### config.mk
export PLATFORM = sky130hd
export DESIGN_NAME = traffic_phase_controller
export DESIGN_NICKNAME = d
export VERILOG_FILES = /design/src/rtl/traffic_phase_controller.sv
export SDC_FILE = /design/constraint.sdc
export NUM_CORES = 1
export LEC_CHECK = 0
export CAP_MARGIN = 20
export CORE_AREA = 10 10 72 56
export CTS_CLUSTER_SIZE = 10
export DETAILED_ROUTE_END_ITERATION = 8
export DIE_AREA = 0 0 82 66
export PLACE_DENSITY = 0.83
export SYNTH_ARGS = -nofsm -noshare
export SYNTH_HDL_FRONTEND = slang
export SYNTH_SLANG_ARGS = --single-unit
### constraint.sdc
create_clock -name clock -period 3.45 [get_ports clock]
set_clock_uncertainty 0.15 [all_clocks]
set_input_delay 0.345 -clock clock [delete_from_list [all_inputs] [get_ports clock]]
set_output_delay 0.345 -clock clock [all_outputs]
set_load 0.02 [all_outputs]
### src/rtl/traffic_phase_controller.sv
`default_nettype none
// ============================================================================
// Module   : traffic_phase_controller
// Brief    : Two-direction intersection phase sequencer with demand-driven
//            green rest and a level-sensitive flashing-yellow maintenance mode.
// Revision : 1.0 - initial release
// ============================================================================
module traffic_phase_controller #(
    parameter int GREEN_TIME   = 30,
    parameter int YELLOW_TIME  = 4,
    parameter int ALL_RED_TIME = 2
) (
    input  logic       clock,
    input  logic       reset,
    input  logic       tick,
    input  logic       row_request,
    input  logic       column_request,
    input  logic       flash,
    output logic [2:0] row_traffic_lights,
    output logic [2:0] column_traffic_lights,
    output logic [6:0] row_count,
    output logic [6:0] column_count,
    output logic [2:0] phase
);

    typedef enum logic [2:0] {
        S_RED_TO_ROW = 3'd0,
        S_ROW_GREEN  = 3'd1,
        S_ROW_YELLOW = 3'd2,
        S_RED_TO_COL = 3'd3,
        S_COL_GREEN  = 3'd4,
        S_COL_YELLOW = 3'd5,
        S_FLASH      = 3'd6
    } state_t;

    localparam logic [6:0] c_green   = 7'(GREEN_TIME);
    localparam logic [6:0] c_yellow  = 7'(YELLOW_TIME);
    localparam logic [6:0] c_all_red = 7'(ALL_RED_TIME);
    localparam logic [2:0] c_red     = 3'b100;
    localparam logic [2:0] c_amber   = 3'b010;
    localparam logic [2:0] c_go      = 3'b001;

    state_t     r_state, w_next_state;
    logic [6:0] r_remaining, w_next_remaining;
    logic       r_blink, w_next_blink;
    logic       r_row_pending, w_next_row_pending;
    logic       r_col_pending, w_next_col_pending;
    logic [2:0] w_next_row_lights, w_next_col_lights;

    always_ff @(posedge clock or posedge reset) begin
        if (reset) begin
            r_state               <= S_RED_TO_ROW;
            r_remaining           <= c_all_red;
            r_blink               <= 1'b0;
            r_row_pending         <= 1'b0;
            r_col_pending         <= 1'b0;
            row_traffic_lights    <= c_red;
            column_traffic_lights <= c_red;
        end else begin
            r_state               <= w_next_state;
            r_remaining           <= w_next_remaining;
            r_blink               <= w_next_blink;
            r_row_pending         <= w_next_row_pending;
            r_col_pending         <= w_next_col_pending;
            row_traffic_lights    <= w_next_row_lights;
            column_traffic_lights <= w_next_col_lights;
        end
    end

    always_comb begin
        w_next_state     = r_state;
        w_next_remaining = r_remaining;
        w_next_blink     = r_blink;
        if (flash) begin
            w_next_state     = S_FLASH;
            w_next_remaining = 7'd0;
            w_next_blink     = (r_state == S_FLASH) ? (r_blink ^ tick) : 1'b1;
        end else if (r_state == S_FLASH) begin
            w_next_state     = S_RED_TO_ROW;
            w_next_remaining = c_all_red;
            w_next_blink     = 1'b0;
        end else if (tick) begin
            if (r_remaining != 7'd1) begin
                w_next_remaining = r_remaining - 7'd1;
            end else begin
                // Green rests at 1 until the opposing direction has demand.
                case (r_state)
                    S_RED_TO_ROW: begin
                        w_next_state     = S_ROW_GREEN;
                        w_next_remaining = c_green;
                    end
                    S_ROW_GREEN: begin
                        if (r_col_pending || column_request) begin
                            w_next_state     = S_ROW_YELLOW;
                            w_next_remaining = c_yellow;
                        end
                    end
                    S_ROW_YELLOW: begin
                        w_next_state     = S_RED_TO_COL;
                        w_next_remaining = c_all_red;
                    end
                    S_RED_TO_COL: begin
                        w_next_state     = S_COL_GREEN;
                        w_next_remaining = c_green;
                    end
                    S_COL_GREEN: begin
                        if (r_row_pending || row_request) begin
                            w_next_state     = S_COL_YELLOW;
                            w_next_remaining = c_yellow;
                        end
                    end
                    S_COL_YELLOW: begin
                        w_next_state     = S_RED_TO_ROW;
                        w_next_remaining = c_all_red;
                    end
                    default: begin
                        w_next_state     = S_RED_TO_ROW;
                        w_next_remaining = c_all_red;
                    end
                endcase
            end
        end
    end

    // Clearing on green entry takes precedence over a same-cycle request.
    always_comb begin
        w_next_row_pending = r_row_pending | row_request;
        w_next_col_pending = r_col_pending | column_request;
        if (w_next_state == S_ROW_GREEN && r_state != S_ROW_GREEN)
            w_next_row_pending = 1'b0;
        if (w_next_state == S_COL_GREEN && r_state != S_COL_GREEN)
            w_next_col_pending = 1'b0;
    end

    always_comb begin
        w_next_row_lights = c_red;
        w_next_col_lights = c_red;
        case (w_next_state)
            S_ROW_GREEN:  w_next_row_lights = c_go;
            S_ROW_YELLOW: w_next_row_lights = c_amber;
            S_COL_GREEN:  w_next_col_lights = c_go;
            S_COL_YELLOW: w_next_col_lights = c_amber;
            S_FLASH: begin
                w_next_row_lights = w_next_blink ? c_amber : 3'b000;
                w_next_col_lights = w_next_blink ? c_amber : 3'b000;
            end
            default: ;
        endcase
    end

    assign phase        = r_state;
    assign row_count    = (r_state == S_ROW_GREEN || r_state == S_ROW_YELLOW) ? r_remaining : 7'd0;
    assign column_count = (r_state == S_COL_GREEN || r_state == S_COL_YELLOW) ? r_remaining : 7'd0;

endmodule
`default_nettype wire

==> reports/results.ini, run 1 <==
[clock_tree]
clk_latency_ps = 260
cts_root_buf = clkbuf_8
cts_resized = 0
clock_path_buffers = 2
cts_buffers = 3
h-tree-depth = 1
clkSlewWorstSetupHoldPaths_ps = 70
clock_sinks = 19
cts_hold_buffers = 0
cts_tree = yes
post_cts_buffers = 0

[floorplan]
core_area_um2 = 2680
dieArea_um2 = 5410
initial_core_util_pct = 46.1
die_x_um = 82
row_count = 16
die_y_um = 66
pin_count = 29

[pwr]
seq_power_share_pct = 43.3
p_leak_nw = 0.625
p_clk_share_pct = 23.4
ir_drop_v = 0.000249
p_switching_mw = 0.247
power.total_mw = 0.690
intPower_mw = 0.443
power.density_nw_per_um2 = 439
switching_share_pct = 35.8
combinationalPowerShare_pct = 33.4

[detailed_routing]
drtAntennaViolNets = 0
viasPerCell = 5.92
wire_per_inst_um = 17.3
dr.pass1.iters = 5
drt_drc_violations_left = 0
num_vias = 1190
detail_route.iter0.violations = 166
drt_wl_total_um = 3490

[grt]
grt_usage_pct = 13.3
grt_pass1_wl_um = 5780
grt_overflow = 0
grt_max_degree = 20
antenna_found_initial = 0
grt_pass1_vias = 1165

[outcome]
status = finished clean

[flow_run]
max_cap_violations = 0

[sta]
worstMarginPinSlew_ps = 754
fin_crit_ps = 2770
setup_viol = 0
totalNegativeSetupSlack_ps = 0
hold_ws_ps = 363
hold_viol_final = 0
timing.final.crit_share_pct = 80.2
rsz0062_at_grt = false
slew_headroom_pct = 49.7
final_max_slew_viol_count = 0
max_clock_freq_mhz = 361

[worst_setup_path]
critPathMostFrequentCell = nor2_1
crit_required_ps = 2950
cpMaxStageDelayCell = dfrtp_1
crit_arrival_ps = 2270
critPathKind = reg2out
worstSetupStartpointType = flop
crit_fanout = 14
cp-end-kind = output pin
critPathMaxStageDelay_ps = 610
path_cells = nor2b_1, nor2_1, nor2_1, and2_1, clkdlybuf4s50_1

[synthesis]
synth-edff-count = 0
synth_xor_area_share_pct = 1.42
syn_area_um2 = 1240
ys_seq_elements = 19
synthCells = 140
synth_top_family_by_area = simple AND/OR/NAND/NOR gates
ys_seq_area_share_pct = 38.8
async_reset_ff_share_pct = 100
syn_nets = 148
synthDistinctLibCells = 45
yosys-top-cells-count = 16 x dfrtp_1, 13 x and2_1, 13 x nor2_1
synthTopCellsByArea = dfrtp_1 32%, and2_1 6.6%, dfstp_2 6.4%
synthSimpleGateAreaFrac_pct = 31.7
avgSynthCellArea_um2 = 8.83
netlist.area_leader.share_pct = 32.4
synth_compound_area_share_pct = 19.0
synthAdderAreaFrac_pct = 2.02
synth_most_common_cell = dfrtp_1
yosysWarnings = 0
synthFlopType = dfrtp_1
synth_area_leader_cell = dfrtp_1
synthMuxAreaShare_pct = 2.43

[final_layout]
drive_above_1_share_pct = 6.06
seqCellArea_um2 = 479
synthToLayoutAreaGrowth_pct = 27.1
multi_input_area_um2 = 699
fillerInstances = 224
finalNetCount = 174
fin_cells = 201
final_core_util_pct = 58.6
diodes = 0

[place]
dp_hpwl_um = 2570
post-place-cells = 197
place_congestion = 0.902
port_buffers = 28

[hold_path]
hold_path_class = in2async

power groups by stage:
stage	clock network (mW)	logic [mW]	registers [mW]
floorplan	0	0.156	0.292
global placement	0	0.223	0.299
detailed placement	0	0.228	0.302
CTS	0.160	0.229	0.297
global route	0.168	0.252	0.305
finish	0.161	0.230	0.298
cell usage in the layout, fill, tap and decap left out, types with 3 or more instances in the layout:
cell type,count
or3_1,5
clkdlybuf4s50_1,28
inv_1,6
mux2i_1,3
and2_1,13
o21a_1,3
dfstp_2,3
nor3_1,9
dfrtp_1,16
clkbuf_8,3
nand2b_1,4
nand2_1,5
nor2b_1,4
a21oi_1,8
a31oi_1,4
nor3b_1,3
nor2_1,13
worst max-delay path: cells and delay by family (launching register included):
family	cells	cell delay [ps]
buffers and inverters	1	610
AND/OR/NAND/NOR	4	800
flip-flops	1	610
registers in the layout (all words and copies together) (netlist names):
| register | flops |
|---|---|
| column_traffic_lights | 3 |
| phase | 3 |
| r_blink | 1 |
| r_col_pending | 1 |
| r_remaining | 7 |
| r_row_pending | 1 |
| row_traffic_lights | 3 |
routing by layer:
metal	wire, um	global-route usage (%)	vias up
met3	406	2.99	8
met2	1630	21.4	80
met5	0	0	-
met4	52	3.39	0
li1	-	-	553
met1	1390	17.4	549
stage by stage:
step           area [um2]  setup WS, ps
3_3_place_gp         1530           901
6_report             1570           682
2_1_floorplan        1240          1060
4_1_cts              1570           712
3_5_place_dp         1530           886
5_1_grt              1570           546
final timing paths:
path / from / to / slack (ps) / cells past startpoint
worst max-delay path: phase[0] / row_count[2] / 680 / 5
worst min-delay path: reset / r_remaining[0] / 360 / 2
worst max register to register: r_remaining[1] / r_remaining[4] / 860 / 7
worst min register to register: r_remaining[1] / r_remaining[1] / 420 / 2
max in group asynchronous: reset / column_traffic_lights[1] / 2320 / 2
min in group clock: r_remaining[1] / r_remaining[1] / 420 / 2
layout make-up:
type	instances	share of cell area, %
inverter	6	1.43
timing repair buffer	28	17.8
multi-input combinational	108	44.5
sequential	19	30.5
tap	36	2.87
clock buffer	4	2.87
kinds of logic after synthesis:
group | after synthesis
adder cells (fa/ha/maj) | 2
XOR/XNOR | 2
buffers and inverters | 13
multiplexers | 3
AO/OA/AOI/OAI | 33
flip-flops | 19
AND/OR/NAND/NOR | 68
Note: power is estimated with default switching activity, not from simulation.
==> run 2: changes to the inputs <==
Clock period 3.45 ns to 2.9 ns, I/O delays scaled along.
==> run 2 against run 1 <==
Net effect:
- sequential power grew 19%
- wire length shrank 2.6%
- final cell count grew 0.50%
- register-to-register slack lost 550 ps
- cell area grew 0.48%
- die area is the same
- power grew 19%
- critical endpoint unchanged
- largest cell class unchanged
- worst setup slack lost 490 ps
- first-iteration DRC count grew 6.0%
- combinational power grew 20%
==> reports/results.ini, run 2 (synthesized netlist as in run 1, its figures left out) <==
[outcome]
status = finished clean

[worst_setup_path]
worstSetupStartpointType = flop
reg2reg_from = r_remaining[1]
critPathKind = reg2out
crit_required_ps = 2460
crit_arrival_ps = 2270
cp-end-kind = output pin
crit_fanout = 13
crit_start = phase[1]

[place]
post_dp_cell_area_um2 = 1530
port_buffers = 28
place_congestion = 0.872
dp_hpwl_um = 2500

[sta]
hold_viol_final = 0
totalNegativeSetupSlack_ps = 0
fin_crit_ps = 2710
final_max_slew_viol_count = 0
worstMarginPinSlew_ps = 714
slew_headroom_pct = 52.4
max_clock_freq_mhz = 369
setup_viol = 0
rsz0062_at_grt = false
timing.final.crit_share_pct = 93.4

[detailed_routing]
drt_drc_violations_left = 0
wl_met2_um = 1510
wl_met3_um = 309
m1WireLength_um = 1500
drt_wl_total_um = 3390
top_layer = met4
dr.pass1.iters = 4
num_vias = 1183
viasPerCell = 5.86
drtAntennaViolNets = 0
wire_per_inst_um = 16.8
detail_route.iter0.violations = 176

[clock_tree]
clk_latency_ps = 260
cts_buffers = 3
clkSlewWorstSetupHoldPaths_ps = 70
cts_root_buf = clkbuf_8
cts_tree = yes
clock_path_buffers = 2
h-tree-depth = 1
post_cts_buffers = 0
cts_hold_buffers = 0
cts_resized = 0
clock_sinks = 19

[final_layout]
fin_area_um2 = 1580
final_common_cell = clkdlybuf4s50_1
finalNetCount = 175
drive_above_1_share_pct = 6.63
synthToLayoutAreaGrowth_pct = 27.7
fillerInstances = 247
final_cell_mix = 28 x clkdlybuf4s50_1, 16 x dfrtp_1, 13 x nor2_1, 13 x and2_1, 9 x nor3_1
multi_input_area_um2 = 699
top_register = r_remaining
diodes = 0
seqCellArea_um2 = 479
largest_reg_flops = 7

[pwr]
p_clk_share_pct = 22.7
seq_power_share_pct = 43.4
p_leak_nw = 0.631
intPower_mw = 0.527
power.density_nw_per_um2 = 518
ir_drop_v = 0.000255
switching_share_pct = 35.5
p_switching_mw = 0.290
combinationalPowerShare_pct = 33.9

[grt]
grt_max_degree = 20
antenna_found_initial = 0
grt_pass1_vias = 1148
grt_overflow = 0
grt_usage_pct = 12.7
grt_pass1_wl_um = 5530

[hold_path]
hold_path_class = in2async

[floorplan]
die_x_um = 82
initial_core_util_pct = 46.1
core_area_um2 = 2680
row_count = 16
die_y_um = 66
pin_count = 29
dieArea_um2 = 5410

[flow_run]
max_cap_violations = 0

## run 2: cell count changes in the layout (fill, tap and decap cells not counted)
cell	previous run	this run
buf_4	0	1
## run 2: worst max-delay path: stages, from the launching register on
cell and delay, ps:
dfrtp_1 580, nor2b_1 290, nor2_1 130, nor2_1 220
and2_1 170, clkdlybuf4s50_1 610
## run 2: area by class of cell
type	count	area share (%)
multi-input combinational	108	44.3
sequential	19	30.3
timing repair buffer	29	18.2
clock buffer	4	2.85
tap	36	2.85
inverter	6	1.43
## run 2: worst paths after layout
path	slack [ps]	to	cells past startpoint
min in group clock	420	r_row_pending	2
worst max-delay path	190	row_count[2]	5
worst min-delay path	290	r_remaining[0]	2
worst min register to register	420	r_row_pending	2
max in group asynchronous	1850	column_traffic_lights[1]	2
worst max register to register	310	r_remaining[2]	7
## run 2: power groups by stage
| stage | clock network [mW] | logic (mW) | registers [mW] |
|---|---|---|---|
| 6_report | 0.186 | 0.277 | 0.355 |
| 5_1_grt | 0.205 | 0.302 | 0.361 |
| 4_1_cts | 0.191 | 0.276 | 0.352 |
| 3_5_place_dp | 0 | 0.273 | 0.358 |
| 3_3_place_gp | 0 | 0.271 | 0.356 |
| 2_1_floorplan | 0 | 0.186 | 0.348 |
## run 2: per-stage QoR
stage | total power [mW] | hold WS (ps) | instances | worst slack [ps] | utilization (%)
floorplan | 0.533 | 88.9 | 140 | 508 | -
global placement | 0.627 | 396 | 198 | 425 | 57.2
detailed placement | 0.630 | 407 | 198 | 364 | 57.2
CTS | 0.819 | 333 | 202 | 179 | 58.9
global route | 0.868 | 372 | 202 | 22.8 | 58.9
finish | 0.818 | 289 | 202 | 191 | 58.9
## run 2: routing by layer
metal	GRT usage [%]	vias up
met5	0	-
met4	5.08	0
met3	3.53	8
met2	19.6	51
met1	16.3	564
li1	-	560
==> run 3: changes to the inputs <==
Settings changed: CORE_AREA 10 10 72 56 to 10 10 70 55, CTS_BUF_LIST set to sky130_fd_sc_hd__clkbuf_2, DIE_AREA 0 0 82 66 to 0 0 80 65, PLACE_DENSITY 0.83 to 0.87.
==> run 3 against run 2 <==
Net effect:
- utilization is 1.2 points higher
- worst hold slack lost 92 ps
- die area is 3.9% lower
- register-to-register slack worse by 30 ps
- final cell count rose by 0.50%
- worst setup slack gained 35 ps
- flip-flop and latch count did not move
- wire length down 5.8%
- power down 9.2%
- maximum frequency grew 1.3%
- clock-buffer cell count fell by 1
- critical path type unchanged
==> reports/results.ini, run 3 (synthesized netlist as in run 1, its figures left out) <==
[outcome]
status = finished clean

[floorplan]
die_x_um = 80
row_count = 16
dieArea_um2 = 5200
die_y_um = 65
core_area_um2 = 2600
initial_core_util_pct = 47.5
pin_count = 29

[worst_setup_path]
cp-end-kind = output pin
crit_fanout = 13
r2r_end = r_remaining[2]
reg2reg_from = r_remaining[1]
rrSetupSlack_ps = 280
worstSetupStartpointType = flop
rr_worst_depth = 7
crit_arrival_ps = 2230
critPathKind = reg2out
crit_required_ps = 2460

[final_layout]
drive_above_1_share_pct = 8.38
top_register = r_remaining
synthToLayoutAreaGrowth_pct = 26.4
fin_cells = 203
diodes = 0
largest_reg_flops = 7
finalNetCount = 176
final_common_cell = clkdlybuf4s50_1
final_cell_mix = 28 x clkdlybuf4s50_1, 15 x dfrtp_1, 13 x nor2_1, 13 x and2_1, 9 x nor3_1

[clock_tree]
cts_hold_buffers = 0
post_cts_buffers = 0
clkSlewWorstSetupHoldPaths_ps = 180
cts_buffers = 3
cts_resized = 0
clock_sinks = 19
cts_root_buf = clkbuf_2
clock_path_buffers = 2
h-tree-depth = 1
clk_latency_ps = 310
cts_tree = yes

[sta]
final_max_slew_viol_count = 0
worstMarginPinSlew_ps = 697
totalNegativeSetupSlack_ps = 0
fin_ws_ps = 226
setup_viol = 0
hold_viol_final = 0
slew_headroom_pct = 53.5
rsz0062_at_grt = false
max_clock_freq_mhz = 374
fin_crit_ps = 2670
timing.final.crit_share_pct = 92.2

[detailed_routing]
dr.pass1.iters = 4
detail_route.iter0.violations = 151
num_vias = 1170
drt_drc_violations_left = 0
drt_wl_total_um = 3200
viasPerCell = 5.76
wire_per_inst_um = 15.8
drtAntennaViolNets = 0

[grt]
grt_max_degree = 20
grt_overflow = 0
grt_usage_pct = 12.6
antenna_found_initial = 0
grt_pass1_vias = 1118
grt_pass1_wl_um = 5310

[place]
post-place-cells = 199
pre_cts_ws_ps = 342
place_congestion = 0.916
dp_hpwl_um = 2550
port_buffers = 28

[flow_run]
max_cap_violations = 0

[pwr]
ir_drop_v = 0.000286
p_leak_nw = 0.628
power.density_nw_per_um2 = 475
power.total_mw = 0.743

[hold_path]
hold_path_class = in2async

==> run 3: worst max-delay path by stage <==
stage,startpoint,to,slack [ps]
floorplan,r_remaining[1],r_remaining[2],510
global placement,r_remaining[1],r_remaining[2],440
detailed placement,r_remaining[1],r_remaining[2],340
CTS,phase[1],row_count[4],120
global route,phase[2],column_count[6],50
finish,phase[1],row_count[4],230
==> run 3: metrics by stage <==
stage,cell area (um2),hold slack (ps),util (%)
detailed placement,1540,405,59.2
global placement,1540,395,59.2
finish,1560,197,60.0
global route,1560,246,60.0
floorplan,1240,88.9,-
CTS,1560,232,60.0
==> run 3: cell type report <==
class,count,area [um2]
fill,216,1040
multi-input combinational,108,699
sequential,19,480
timing repair buffer,30,295
tap,36,45.0
inverter,6,22.5
clock buffer,3,15.0
clock inverter,1,5.00
==> run 3: power by group <==
group          internal (mW)  switching, mW  total (mW)
clock                 0.0312         0.0834       0.115
combinational          0.128          0.147       0.275
sequential             0.303         0.0498       0.353
==> run 3: critical path, stage by stage, from the launching register on <==
cell and delay, ps:
dfrtp_2 520, nor2b_1 270, nor2_1 130, nor2_1 210
and2_1 180, clkdlybuf4s50_1 610
==> run 3: routing by layer <==
| layer | track usage (%) | share of wire [%] | vias to the layer above |
|---|---|---|---|
| met3 | 4.82 | 11 | 8 |
| met1 | 15.3 | 41 | 532 |
| met4 | 4.82 | 2.2 | 0 |
| li1 | - | - | 566 |
| met5 | 0 | 0 | - |
| met2 | 19.7 | 46 | 64 |
